`config.mk`:
```
export PLATFORM = sky130hd
export DESIGN_NAME = sign_extender
export DESIGN_NICKNAME = d
export VERILOG_FILES = /design/src/rtl/sign_ext_pkg.sv /design/src/rtl/sign_ext_core.sv /design/src/rtl/sign_extender.sv
export SDC_FILE = /design/constraint.sdc
export NUM_CORES = 1
export LEC_CHECK = 0
export BUFFER_PORTS_ARGS = -buffer_cell sky130_fd_sc_hd__buf_2
export CORE_ASPECT_RATIO = 2
export CORE_MARGIN = 4
export CORE_UTILIZATION = 39
export DETAILED_ROUTE_END_ITERATION = 16
export PLACE_DENSITY = 0.81
export SETUP_SLACK_MARGIN = 0.2
export SYNTH_ARGS = -nofsm -noshare
export SYNTH_HDL_FRONTEND = slang
export SYNTH_SLANG_ARGS = --single-unit
```
`constraint.sdc`:
```
create_clock -name CLK -period 1.4 [get_ports CLK]
set_clock_uncertainty 0.05 [all_clocks]
set_input_delay 0.28 -clock CLK [delete_from_list [all_inputs] [get_ports CLK]]
set_output_delay 0.28 -clock CLK [all_outputs]
set_load 0.01 [all_outputs]
```
`src/rtl/sign_ext_pkg.sv`:
```
// rtl/sign_ext_pkg.sv - LEGv8 immediate format encodings and field positions
package sign_ext_pkg;

    // Ctrl format select encodings
    localparam logic [1:0] CTRL_I  = 2'b00;
    localparam logic [1:0] CTRL_D  = 2'b01;
    localparam logic [1:0] CTRL_B  = 2'b10;
    localparam logic [1:0] CTRL_CB = 2'b11;

    // Immediate field positions inside Imm26 (instruction bits [25:0])
    localparam int I_MSB  = 21;
    localparam int I_LSB  = 10;
    localparam int D_MSB  = 20;
    localparam int D_LSB  = 12;
    localparam int CB_MSB = 23;
    localparam int CB_LSB = 5;
    localparam int B_MSB  = 25;

    localparam int I_W  = I_MSB - I_LSB + 1;
    localparam int D_W  = D_MSB - D_LSB + 1;
    localparam int CB_W = CB_MSB - CB_LSB + 1;
    localparam int B_W  = B_MSB + 1;

endpackage

```
`src/rtl/sign_ext_core.sv`:
```
// rtl/sign_ext_core.sv - combinational Imm26/Ctrl to 64-bit immediate extender
//
// Ports:
//   Imm26  - instruction bits [25:0]
//   Ctrl   - format select (I, D, B, CB)
//   ext    - extended immediate (branch formats already shifted left by 2)
module sign_ext_core
    import sign_ext_pkg::*;
#(
    parameter int DATA_W = 64
) (
    input  logic [25:0]       Imm26,
    input  logic [1:0]        Ctrl,
    output logic [DATA_W-1:0] ext
);

    always_comb begin
        ext = '0;
        unique case (Ctrl)
            CTRL_I:  ext = {{(DATA_W - I_W){1'b0}}, Imm26[I_MSB:I_LSB]};
            CTRL_D:  ext = {{(DATA_W - D_W){Imm26[D_MSB]}}, Imm26[D_MSB:D_LSB]};
            // Branch offsets are word offsets; the two appended zeros make them byte offsets
            CTRL_B:  ext = {{(DATA_W - B_W - 2){Imm26[B_MSB]}}, Imm26[B_MSB:0], 2'b00};
            CTRL_CB: ext = {{(DATA_W - CB_W - 2){Imm26[CB_MSB]}}, Imm26[CB_MSB:CB_LSB], 2'b00};
            default: ext = '0;
        endcase
    end

endmodule

```
`src/rtl/sign_extender.sv`:
```
// rtl/sign_extender.sv - registered LEGv8 immediate generator (1-cycle latency)
//
// Ports:
//   CLK      - system clock, rising edge
//   Reset_L  - synchronous active-low reset
//   Imm26    - instruction bits [25:0]
//   Ctrl     - format select: 00 I, 01 D, 10 B, 11 CB
//   InValid  - Imm26/Ctrl meaningful this cycle
//   BusImm   - registered extended immediate
//   OutValid - BusImm holds a result from a valid input
module sign_extender
    import sign_ext_pkg::*;
#(
    parameter int DATA_W = 64
) (
    input  logic              CLK,
    input  logic              Reset_L,
    input  logic [25:0]       Imm26,
    input  logic [1:0]        Ctrl,
    input  logic              InValid,
    output logic [DATA_W-1:0] BusImm,
    output logic              OutValid
);

    logic [DATA_W-1:0] ext;

    sign_ext_core #(
        .DATA_W (DATA_W)
    ) u_core (
        .Imm26 (Imm26),
        .Ctrl  (Ctrl),
        .ext   (ext)
    );

    // BusImm only loads on a valid input so the last result stays visible while idle
    always_ff @(posedge CLK) begin
        if (!Reset_L) begin
            BusImm   <= '0;
            OutValid <= 1'b0;
        end else begin
            OutValid <= InValid;
            if (InValid) begin
                BusImm <= ext;
            end
        end
    end

endmodule

```
==> out/results.tsv <==
stage	metric	value	unit
sta	tightest_slew	0.347	ns
sta	hold_viol	0	
synth	ys_ff_latch	29	
grt	grt_use_total	18.2	%
setup_path	path_buf_inv	2	
synth	synth-edff-count	0	
sta	drv_slew	0	
synth	synth-simple-area-share	17.6	%
sta	tns	0	ns
finish	nFillCells	445	
routing	via_count	1645	
synth	avgSynthCellArea	8.24	um^2
floorplan	die-height	102	um
grt	grt_max_degree	35	
finish	final_cell_area	2160	um^2
sta	timing.final.crit_share	89.9	%
routing	drc	0	
placed_design	gp_congestion	0.825	
setup_path	end_kind	primary output	
grt	globalRouteMet3Util	3.36	%
grt	grt.overflow.total	0	
finish	mostFrequentLayoutCell	buf_2	
synth	yosys-mux-area-fraction	3.56	%
cts	clk_path_buf_depth	2	
synth	synth_fa_ha_area_share	0	%
run_status	status	finished, final reports clean	
floorplan	core	4300	um^2
placed_design	place_hpwl	3.69	mm
grt	grt_pass1_wl	7.32	mm
min_path	hold_class	input pin to flip-flop	
power	power_density	997	nW/um^2
floorplan	die_w	55.0	um
setup_path	r2r_setup_slack	0.41	ns
finish	mostFrequentLayoutCells	90 x buf_2, 28 x dfxtp_1, 24 x a21oi_1, 23 x o21ai_0	
grt	antenna_found_initial	0	
sta	setup_violations	0	
routing	vias_per_cell	5.05	
synth	synthDistinctLibCells	25	
setup_path	crit_fanout	4	
setup_path	path_cells	buf_4 -> buf_2	
cts	cts-root-buf	clkbuf_8	
sta	period_needed	1.26	ns
routing	wire_per_inst	15.0	um
sta	slew_headroom	76.8	%
routing	first_iter_violations	40	
finish	layout.nets	303	
synth	yosys_warnings	0	
placed_design	io_buffers	95	
routing	ant_nets	0	
setup_path	crit_required	1.07	ns
routing	drt_first_pass_iters	4	
finish	syn_to_final_growth	25.6	%
synth	ys.flop_type	dfxtp_1	
sta	max_freq	0.794	GHz
synth	synth_compound_area_share	23.9	%
cts	clk_latency	0.28	ns
grt	grt_util_met2	34.0	%
setup_path	start_kind	flip-flop	
grt	grt-busiest-layer	met2	
grt	grt_pass1_vias	1541	
flow_run	drv_cap	0	
finish	diodes	0	
synth	synth_top_family_by_area	compound AO/OA/AOI/OAI gates	
synth	syn-cell-area	1720	um^2
cts	numCtsBuffers	5	
routing	drt-total-wl	4.89	mm
floorplan	rows	34	
cts	cts_tree	yes	
setup_path	slowest_delay	0.36	ns
setup_path	crit_family	flip-flops	
synth	postSynthCellCount	209	
cts	clock-sinks	29	
setup_path	arrival	0.93	ns
placed_design	placed_area	2000	um^2
setup_path	slowest_stage	dfxtp_4	
cts	htreeDepth	2	
synth	synth_xor_area_share	0	%
power	peakVddDrop	0.450	mV
finish	drive_gt1_share	43.8	%
synth	seq_area_frac_synth	33.7	%
floorplan	num_io_pins	96	
synth	syn-num-nets	240	
cts	clkTransAtPathRegs	0.06	ns
grt	grt_util_met1	17.8	%
floorplan	dieArea	5610	um^2
synth	synth-async-reset-ratio	0	%
setup_path	criticalPathCategory	flip-flop to primary output	
floorplan	initial_core_util	40.1	%
power	power_leakage	1.06	nW
sta	grt_setup_unrepaired	true	
==> registers in the layout, indices dropped and copies added (netlist names) <==
name	count
BusImm	28
OutValid	1
==> synthesized netlist by cell type, drive strengths merged, types with 2 or more instances <==
cell / n / share of area [%]
mux2i: 5 / 2.9
nand3b: 14 / 6.3
and2: 10 / 3.6
o221ai: 9 / 4.6
clkbuf: 5 / 1.1
nor2b: 8 / 3.3
a31oi: 8 / 2.9
nor2: 2 / 0.44
inv: 3 / 0.65
nand2: 13 / 2.8
dfxtp: 29 / 34
a21oi: 24 / 7.0
buf: 47 / 19
o22ai: 2 / 0.73
o21ai: 23 / 6.7
==> cell families (layout without fill, tap and decap cells) <==
logic type,count (synthesis),after routing
DFF,29,29
AOI/OAI and AO/OA,69,69
buffers and inverters,55,118
and+or+nand+nor,50,50
muxes,6,6
==> power by group <==
group | switching, mW | internal (mW) | total (mW)
registers | 0.0313 | 0.884 | 0.915
logic | 0.292 | 0.246 | 0.538
clock network | 0.313 | 0.389 | 0.702
==> final timing paths <==
path / depth (start not counted) / endpoint / startpoint
worst min register to register: 2 / BusImm[9] / BusImm[9]
worst max register to register: 4 / BusImm[62] / BusImm[62]
worst max-delay path: 2 / BusImm[35] / BusImm[62]
worst min-delay path: 3 / BusImm[62] / Imm26[25]
==> worst reg2reg max path, stage by stage (launching register included) <==
cell and delay (ns):
dfxtp_4 0.36, buf_8 0.14, buf_4 0.13, o21ai_0 0.14, a21oi_1 0.05
==> timing repair <==
action | CTS | global route
setup endpoints to repair | 37 | 37
setup buffers | 5 | 0
gates resized for setup | 7 | 3
hold endpoints to repair | 0 | 0
hold buffers | 0 | 0
pin swaps | 0 | 0
==> per-stage QoR <==
step	cells	total power [mW]	hold slack (ns)	setup slack (ns)	utilization [%]
6_report	326	2.16	0.181	0.141	50.3
5_1_grt	326	2.27	0.191	0.0874	50.3
4_1_cts	326	2.17	0.180	0.142	50.0
3_5_place_dp	314	1.44	0.432	0.0652	46.5
3_3_place_gp	314	1.43	0.425	0.113	46.5
2_1_floorplan	209	1.30	0.361	0.222	-
==> metal layers <==
layer,wire (um),share of wire (%),vias to the layer above
met1,1690,35,755
met2,2740,56,56
met3,337,6.9,10
li1,-,-,824
met4,128,2.6,0
met5,0,0,-
==> cell type report <==
cell class	count	area, um^2	share of cell area, %
Inverter	3	11.3	0.521
Timing Repair Buffer	108	637	29.5
Sequential cell	29	584	27.0
Multi-Input combinational cell	125	776	35.9
Tap cell	54	67.6	3.13
Clock buffer	7	86.3	3.99
Power figures use the tool's default switching activity.
